`src/rtl/msg_scroller.sv`:
```
// Scrolling message driver for a multiplexed, active-low 7-segment display.
// Symbols live in a small write-port buffer and are scrolled left or right by a run/idle FSM.
module msg_scroller #(
  parameter int NUM_DIGITS  = 4,
  parameter int MSG_MAX     = 16,
  parameter int SCROLL_DIV  = 100_000_000,
  parameter int REFRESH_DIV = 250_000
) (
  input  logic                       clk,
  input  logic                       rst,
  input  logic                       wr_en,
  input  logic [$clog2(MSG_MAX)-1:0] wr_addr,
  input  logic [4:0]                 wr_data,
  input  logic [$clog2(MSG_MAX):0]   msg_len,
  input  logic                       start,
  input  logic                       stop,
  input  logic                       dir,
  input  logic                       one_shot,
  output logic [6:0]                 seg,
  output logic [NUM_DIGITS-1:0]      an,
  output logic [$clog2(MSG_MAX)-1:0] pos,
  output logic                       busy,
  output logic                       done
);
  localparam int AW = $clog2(MSG_MAX);
  localparam int LW = AW + 1;
  localparam int DW = (NUM_DIGITS > 1) ? $clog2(NUM_DIGITS) : 1;
  localparam int SW = $clog2(SCROLL_DIV + 1);
  localparam int RW = $clog2(REFRESH_DIV + 1);
  localparam int IW = LW + DW + 1;

  typedef enum logic {IDLE, RUN} state_t;

  state_t                state_q, state_d;
  logic [AW-1:0]         pos_q, pos_d;
  logic [AW-1:0]         start_pos_q, start_pos_d;
  logic [AW-1:0]         step_pos;
  logic [SW-1:0]         scnt_q, scnt_d;
  logic [RW-1:0]         rcnt_q, rcnt_d;
  logic [DW-1:0]         dig_q, dig_d;
  logic [6:0]            seg_q, seg_d;
  logic [NUM_DIGITS-1:0] an_q, an_d;
  logic                  done_q, done_d;
  logic [LW-1:0]         len;
  logic                  tick;
  logic [4:0]            sym;
  logic [4:0]            mem_q [MSG_MAX];

  // Buffer index for digit k: (p + NUM_DIGITS-1-k) mod len, by bounded repeated subtraction.
  function automatic logic [AW-1:0] wrap_idx(input logic [AW-1:0] p,
                                             input logic [DW-1:0] k,
                                             input logic [LW-1:0] l);
    logic [IW-1:0] s;
    s = IW'(p) + IW'(NUM_DIGITS - 1) - IW'(k);
    for (int i = 0; i <= NUM_DIGITS; i++) begin
      if (s >= IW'(l)) s = s - IW'(l);
    end
    return AW'(s);
  endfunction

  function automatic logic [6:0] decode(input logic [4:0] s);
    logic [6:0] lit;
    case (s)
      5'd0:    lit = 7'h3F;
      5'd1:    lit = 7'h06;
      5'd2:    lit = 7'h5B;
      5'd3:    lit = 7'h4F;
      5'd4:    lit = 7'h66;
      5'd5:    lit = 7'h6D;
      5'd6:    lit = 7'h7D;
      5'd7:    lit = 7'h07;
      5'd8:    lit = 7'h7F;
      5'd9:    lit = 7'h6F;
      5'd10:   lit = 7'h77;
      5'd11:   lit = 7'h7C;
      5'd12:   lit = 7'h39;
      5'd13:   lit = 7'h5E;
      5'd14:   lit = 7'h79;
      5'd15:   lit = 7'h71;
      5'd17:   lit = 7'h40;
      default: lit = 7'h00;
    endcase
    return ~lit;
  endfunction

  always_comb begin
    len = (msg_len > LW'(MSG_MAX)) ? LW'(MSG_MAX) : msg_len;
    if (dir) step_pos = (pos_q == '0) ? AW'(len - LW'(1)) : pos_q - AW'(1);
    else     step_pos = (LW'(pos_q) + LW'(1) >= len) ? '0 : pos_q + AW'(1);
  end

  always_comb begin
    state_d     = state_q;
    pos_d       = pos_q;
    start_pos_d = start_pos_q;
    scnt_d      = scnt_q;
    done_d      = 1'b0;
    tick        = (state_q == RUN) && (scnt_q == SW'(SCROLL_DIV - 1));

    case (state_q)
      IDLE: begin
        scnt_d = '0;
        if (start && !stop) begin
          state_d     = RUN;
          start_pos_d = pos_q;
        end
      end
      RUN: begin
        scnt_d = tick ? '0 : scnt_q + SW'(1);
        if (stop) state_d = IDLE;
      end
      default: state_d = IDLE;
    endcase

    // A shrunken message takes priority over a scroll step; len=0 always lands here.
    if (len <= LW'(pos_q)) begin
      pos_d = '0;
    end else if (tick) begin
      pos_d = step_pos;
      if (one_shot && !stop && (step_pos == start_pos_q)) begin
        done_d  = 1'b1;
        state_d = IDLE;
      end
    end
  end

  always_comb begin
    if (rcnt_q == RW'(REFRESH_DIV - 1)) begin
      rcnt_d = '0;
      dig_d  = (dig_q == DW'(NUM_DIGITS - 1)) ? '0 : dig_q + DW'(1);
    end else begin
      rcnt_d = rcnt_q + RW'(1);
      dig_d  = dig_q;
    end
    sym   = mem_q[wrap_idx(pos_q, dig_q, len)];
    seg_d = (len == '0) ? 7'h7F : decode(sym);
    an_d  = ~(NUM_DIGITS'(1) << dig_q);
  end

  always_ff @(posedge clk or posedge rst) begin
    if (rst) begin
      state_q     <= IDLE;
      pos_q       <= '0;
      start_pos_q <= '0;
      scnt_q      <= '0;
      rcnt_q      <= '0;
      dig_q       <= '0;
      seg_q       <= 7'h7F;
      an_q        <= ~NUM_DIGITS'(1);
      done_q      <= 1'b0;
    end else begin
      state_q     <= state_d;
      pos_q       <= pos_d;
      start_pos_q <= start_pos_d;
      scnt_q      <= scnt_d;
      rcnt_q      <= rcnt_d;
      dig_q       <= dig_d;
      seg_q       <= seg_d;
      an_q        <= an_d;
      done_q      <= done_d;
    end
  end

  // Message contents survive reset.
  always_ff @(posedge clk) begin
    if (wr_en) mem_q[wr_addr] <= wr_data;
  end

  assign seg  = seg_q;
  assign an   = an_q;
  assign pos  = pos_q;
  assign busy = (state_q == RUN);
  assign done = done_q;
endmodule

```
`config.mk`:
```
export PLATFORM = sky130hd
export DESIGN_NAME = msg_scroller
export DESIGN_NICKNAME = d
export VERILOG_FILES = /design/src/rtl/msg_scroller.sv
export SDC_FILE = /design/constraint.sdc
export NUM_CORES = 1
export LEC_CHECK = 0
export ABC_AREA = 1
export BUFFER_PORTS_ARGS = -buffer_cell sky130_fd_sc_hd__buf_4
export CAP_MARGIN = 20
export CORE_UTILIZATION = 50
export DETAILED_ROUTE_END_ITERATION = 16
export PLACE_DENSITY = 0.66
export SYNTH_ARGS = -nofsm -noshare
export SYNTH_HDL_FRONTEND = slang
export SYNTH_SLANG_ARGS = --single-unit
```
`constraint.sdc`:
```
create_clock -name clk -period 27 [get_ports clk]
set_clock_uncertainty 0.05 [all_clocks]
set_input_delay 5.4 -clock clk [delete_from_list [all_inputs] [get_ports clk]]
set_output_delay 5.4 -clock clk [all_outputs]
set_load 0.05 [all_outputs]
```
# Word-level counts from Yosys, hierarchy flattened
# Memory sizes are Yosys's and may differ from the RTL's.
# Index checks and enable logic that the tools add are counted.
[word_totals] output_inout_bits=17 ram_bits=80 regBits=68 mem_bits_ro=224 word_cells=77 memories=2 latch_bits=0
[mem_list] memory="(name not given)" depth=32 width=7 rd=1 rd_ports_with_merged_regs=0 wr=0 line_no="63" text="case (s)"
[mem_list] memory="mem_q" depth=16 width=5 rd=1 rd_ports_with_merged_regs=0 wr=1 line_no="47" text="logic [4:0] mem_q [MSG_MAX];"
[op_classes] mul=0 magnitude_cmp=8 add_sub_neg=14 n_bitwise=3 shift=1 n_div=0 muxes=27 reduce_logical=9 eq_ne=4
[ops] operator="$pmux W27 S2" n=1
[ops] operator="$ge A8 B5 Y1" n=5
[ops] operator="$mux W8" n=4
[ops] operator="$add A27 B1 Y27 const B" n=1
[ops] operator="$eq A27 B27 Y1 const B" n=1
[ops] operator="$mux W27" n=1
[ops] operator="$mux W4" n=6
[ops] operator="$sub A8 B5 Y8" n=3
[ops] operator="$add A18 B1 Y18 const B" n=1
[ops] operator="$eq A18 B18 Y1 const B" n=1
[ops] operator="$mux W18" n=1
[ops] operator="$mux W1" n=10
[ops] operator="$sub A4 B1 Y4 const B" n=2
[ops] operator="$mux W7" n=1
[ops] operator="$not A7 Y7" n=1
[ops] operator="$sub A6 B6 Y7" n=1
[ops] operator="$sub A5 B2 Y6" n=1
[ops] operator="$add A4 B1 Y5 const B" n=1
[ops] operator="$add A4 B2 Y5 const B" n=1
[ops] operator="$ge A5 B5 Y1" n=1
[ops] operator="$gt A5 B5 Y1 const B" n=1
[ops] operator="$le A5 B4 Y1" n=1
[ops] operator="$logic_not A5 Y1" n=1
[ops] operator="$mux W5" n=1
[ops] operator="other kinds (15)" n=18

# Depth between registers and ports, before layout
# An unclocked memory read counts as a cell.
[depth] depth_word=16 ltp_mapped=76

# Worst setup path before layout
# Ideal clock, no wire load.
[synth_path] path_kind="input to register" from="input msg_len[2]" to="register seg_q[3], in the netlist seg[3]" setup_ns=0.084 arrival_time_ns=14.464 slack_ns=12.402 cell_stages=72 required_ns=26.866 cell_sequence="inv_1 nand3_1 inv_1 nor2_1 inv_1 nand2_1 inv_1 fa_1 inv_1 nand2_1 inv_1 a21oi_1 fa_1 o21ai_4 inv_1 or2_0 o21ai_0 inv_1 (+36 left out) a21oi_1 nand3_1 nor2_4 nand2_2 nand2_2 nand2_4 buf_6 buf_6 o211ai_1 nand3_1 nand3_1 nand2_2 inv_2 ha_1 inv_1 a21oi_1 nand2_1 nand3b_1"
[synth_via] elab_chain_len=16 word_cells_on_any_way=22 cone_classes="add/sub: 5; order compare: 6; mux: 7; bitwise: 1; reduce/logical: 1; memory: 2"
[synth_lines] item="from (decl)" line_no="14" text="input logic [$clog2(MSG_MAX):0] msg_len,"
[synth_lines] item="$gt A5 B5 Y1" line_no="87" text="len = (msg_len > LW'(MSG_MAX)) ? LW'(MSG_MAX) : msg_len;"
[synth_lines] item="$mux W5 *" line_no="87"
[synth_lines] item="$ge A8 B5 Y1 / $sub A6 B6 Y7 (equally long branches)" line_no="56" text="if (s >= IW'(l)) s = s - IW'(l);"
[synth_lines] item="$mux W8" line_no="56"
[synth_lines] item="$sub A8 B5 Y8 / $ge A8 B5 Y1 (equally long branches)" line_no="56"
[synth_lines] item="$mux W8" line_no="56"
[synth_lines] item="$sub A8 B5 Y8 / $ge A8 B5 Y1 (equally long branches)" line_no="56"
[synth_lines] item="$mux W8" line_no="56"
[synth_lines] item="$sub A8 B5 Y8 / $ge A8 B5 Y1 (equally long branches)" line_no="56"
[synth_lines] item="$mux W8" line_no="56"
[synth_lines] item="$ge A8 B5 Y1 / $sub A4 B4 Y4 (equally long branches)" line_no="56"
[synth_lines] item="$mux W4" line_no="56"
[synth_lines] item="$mem_v2 Z16 W5"
[synth_lines] item="$mem_v2 Z32 W7"
[synth_lines] item="$not A7 Y7" line_no="83" text="return ~lit;"
[synth_lines] item="$mux W7 *" line_no="136" text="seg_d = (len == '0) ? 7'h7F : decode(sym);"
[synth_lines] item="via seg_d[3]" line_no="41" text="logic [6:0] seg_q, seg_d;"
[synth_lines] item="to (signal assigned)" line_no="158" text="seg_q <= seg_d;"
[synth_lines] item="to (decl)" line_no="41"
# The timed path passes the listed nets; every way through them passes the cells marked *.
# A chain may end at the register's enable or synchronous reset.

# Final worst setup path
# Same ends and word-level chain as after synthesis.

==> results.json <==
{
  "cts_buffers": 17,
  "outcome": "completed",
  "fmax_ghz": 0.0626,
  "core_sq_um": 17500,
  "worstSetupPathType": "in2reg",
  "cpPeakStageDelay_ns": 0.68,
  "slew_headroom": 0.439,
  "final-max-slew-violation-count": 0,
  "cp.required_ns": 27.31,
  "ys_types": 53,
  "cpMostUsedCell": "inv_1",
  "fin_setup_tns_ns": 0,
  "clock-sinks": 148,
  "synth_ff_type": "edfxtp_1",
  "max_cap_violations": 0,
  "area_growth_pct": 12.7,
  "finalCritPeriodShare": 0.592,
  "synth_warnings": 0,
  "synthTopCellsByArea": "edfxtp_1, dfrtp_1, nand2_1, inv_1, ha_1",
  "synthAdderAreaFrac": 0.0863,
  "n_antenna_cell": 0,
  "synth-simple-area-share": 0.253,
  "synth_xor_area_frac": 0.0175,
  "highest_layer": "met4",
  "hpwl_mm": 14.2,
  "hold_start": "rcnt_q[0]",
  "min_path_type": "reg2reg",
  "post_cts.repair.setup_buffers": 0,
  "r2r_start": "pos[1]",
  "syn_area_sq_um": 9020,
  "cts_tree": "done",
  "worstMarginPinSlew_ns": 0.841,
  "cp_slowest_cell": "o21ai_1",
  "antenna_found_initial": 0,
  "cp.arrival_ns": 16.29,
  "die_h_um": 136,
  "synth_area_leader_cell": "edfxtp_1",
  "met3_length_um": 710,
  "syn_nets": 1161,
  "ant_nets": 0,
  "yosysSeqAreaShare": 0.457,
  "pin_count": 38,
  "nets": 1204,
  "ctsRootBufferMaster": "clkbuf_16",
  "wl_per_cell_um": 14.3,
  "synth_area_per_cell_sq_um": 8.33,
  "gp_congestion": 0.860,
  "grt_pass1_wl_mm": 31.9,
  "clock_path_buffers": 2,
  "io_buffers": 37,
  "finalCriticalPeriod_ns": 15.99,
  "cts_max_level": 4,
  "synth-compound-area-share": 0.0884,
  "vias_per_cell": 5.18,
  "grt_pass1_vias": 6682,
  "layout-drive-gt1-share": 0.122,
  "grt-ovfl-total": 0,
  "holdBufCountCts": 0,
  "ys_async_sr_fraction": 0.459,
  "yosysTopAreaCellShare": 0.266,
  "synth_top_family_by_area": "simple AND/OR/NAND/NOR gates",
  "yosysMostFrequentCell": "nand2_1",
  "crit_path_end_kind": "flip-flop",
  "dieArea_sq_um": 18600,
  "finalHoldViolCount": 0,
  "clk_pin_slew_ns": 0.06,
  "r2r_slack_ns": 15.52,
  "finalSetupViolations": 0,
  "met2_length_mm": 9.32,
  "grt_max_degree": 69,
  "m1WireLength_mm": 9.28,
  "synthMuxAreaShare": 0,
  "startpoint": "msg_len[2]",
  "die_w_um": 136,
  "placementRows": 48,
  "rsz0062_at_grt": "no",
  "start_util": 0.516,
  "first_pass_iters": 6,
  "synth_edf_count": 80,
  "syn_inst": 1082,
  "drcViolationCount": 0,
  "clkLatencyLatePin_ns": 0.42,
  "start_kind": "primary input",
  "track_usage": 0.222,
  "crit_fanout": 11,
  "synth-seq-cells": 148,
  "drt_iter0_drc": 461,
  "wirelength_mm": 19.5,
  "num_vias": 7058,
  "synth_common_cells": "nand2_1, inv_1, nand3_1, nor2_1, edfxtp_1",
  "cts_resized": 0
}
-- cell usage in the layout (no fill, tap or decap), types with 10 or more instances in the layout --
cell,count
xor2_1,13
dfstp_2,10
o211ai_1,17
nand3_1,103
nor3_1,20
a21oi_1,42
nor2_1,84
nand2_1,221
o21ai_0,44
inv_1,192
buf_4,42
inv_2,11
o21ai_1,10
ha_1,51
nand2_2,16
edfxtp_1,80
clkbuf_16,17
nand4_1,12
dfrtp_1,58
-- path summary, 6_finish.rpt --
path | to | depth (start not counted)
min in group asynchronous | scnt_q[13] | 3
max in group asynchronous | rcnt_q[15] | 3
min | rcnt_q[0] | 1
min reg2reg | rcnt_q[0] | 1
max | seg[3] | 69
max reg2reg | seg[3] | 63
-- per-layer routing --
metal	vias up	GRT usage
li1	3639	-
met1	3282	0.293
met2	125	0.374
met3	12	0.0358
met4	0	0.0630
met5	-	0
-- layout make-up --
class                           count  area (sq um)
Clock buffer                       17           425
Clock inverter                     15           228
Fill cell                        1569          7320
Inverter                          205           769
Multi-Input combinational cell    710          4020
Sequential cell                   148          4120
Tap cell                          225           282
Timing Repair Buffer               43           320
-- state kept, by name (all words and copies together), names as in the netlist --
register,flops
start_pos_q,4
scnt_q,27
rcnt_q,18
mem_q,80
seg,7
dig_q,2
done,1
busy,1
pos,4
an,4
-- per-stage QoR --
stage | hold WS (ns) | utilization | setup slack [ns] | std cells | area, sq um
6_report | 0.416 | 0.581 | 11.01 | 1363 | 10200
5_1_grt | 0.463 | 0.581 | 10.02 | 1363 | 10200
4_1_cts | 0.419 | 0.581 | 11.15 | 1363 | 10200
3_5_place_dp | 0.411 | 0.544 | 10.76 | 1331 | 9510
3_3_place_gp | 0.403 | 0.544 | 11.11 | 1330 | 9500
2_1_floorplan | 0.383 | - | 12.40 | 1082 | 9020
-- critical path, delay by kind of cell --
kind / cells / cell delay [ns]
buffers and inverters: 17 / 1.77
AO/OA/AOI/OAI: 15 / 2.69
adder cells (fa/ha/maj): 8 / 2.93
AND/OR/NAND/NOR: 29 / 3.46
-- kinds of logic after synthesis --
kind of cell / count (synthesis)
AOI/OAI and AO/OA: 136
xor gates and xnor gates: 18
adders and majority gates: 58
buffers and inverters: 224
DFF: 148
and+or+nand+nor: 498
Power is left out: the tool's default activity adds up to more than one toggle a clock period on the data nets, which glitch-free logic cannot reach.
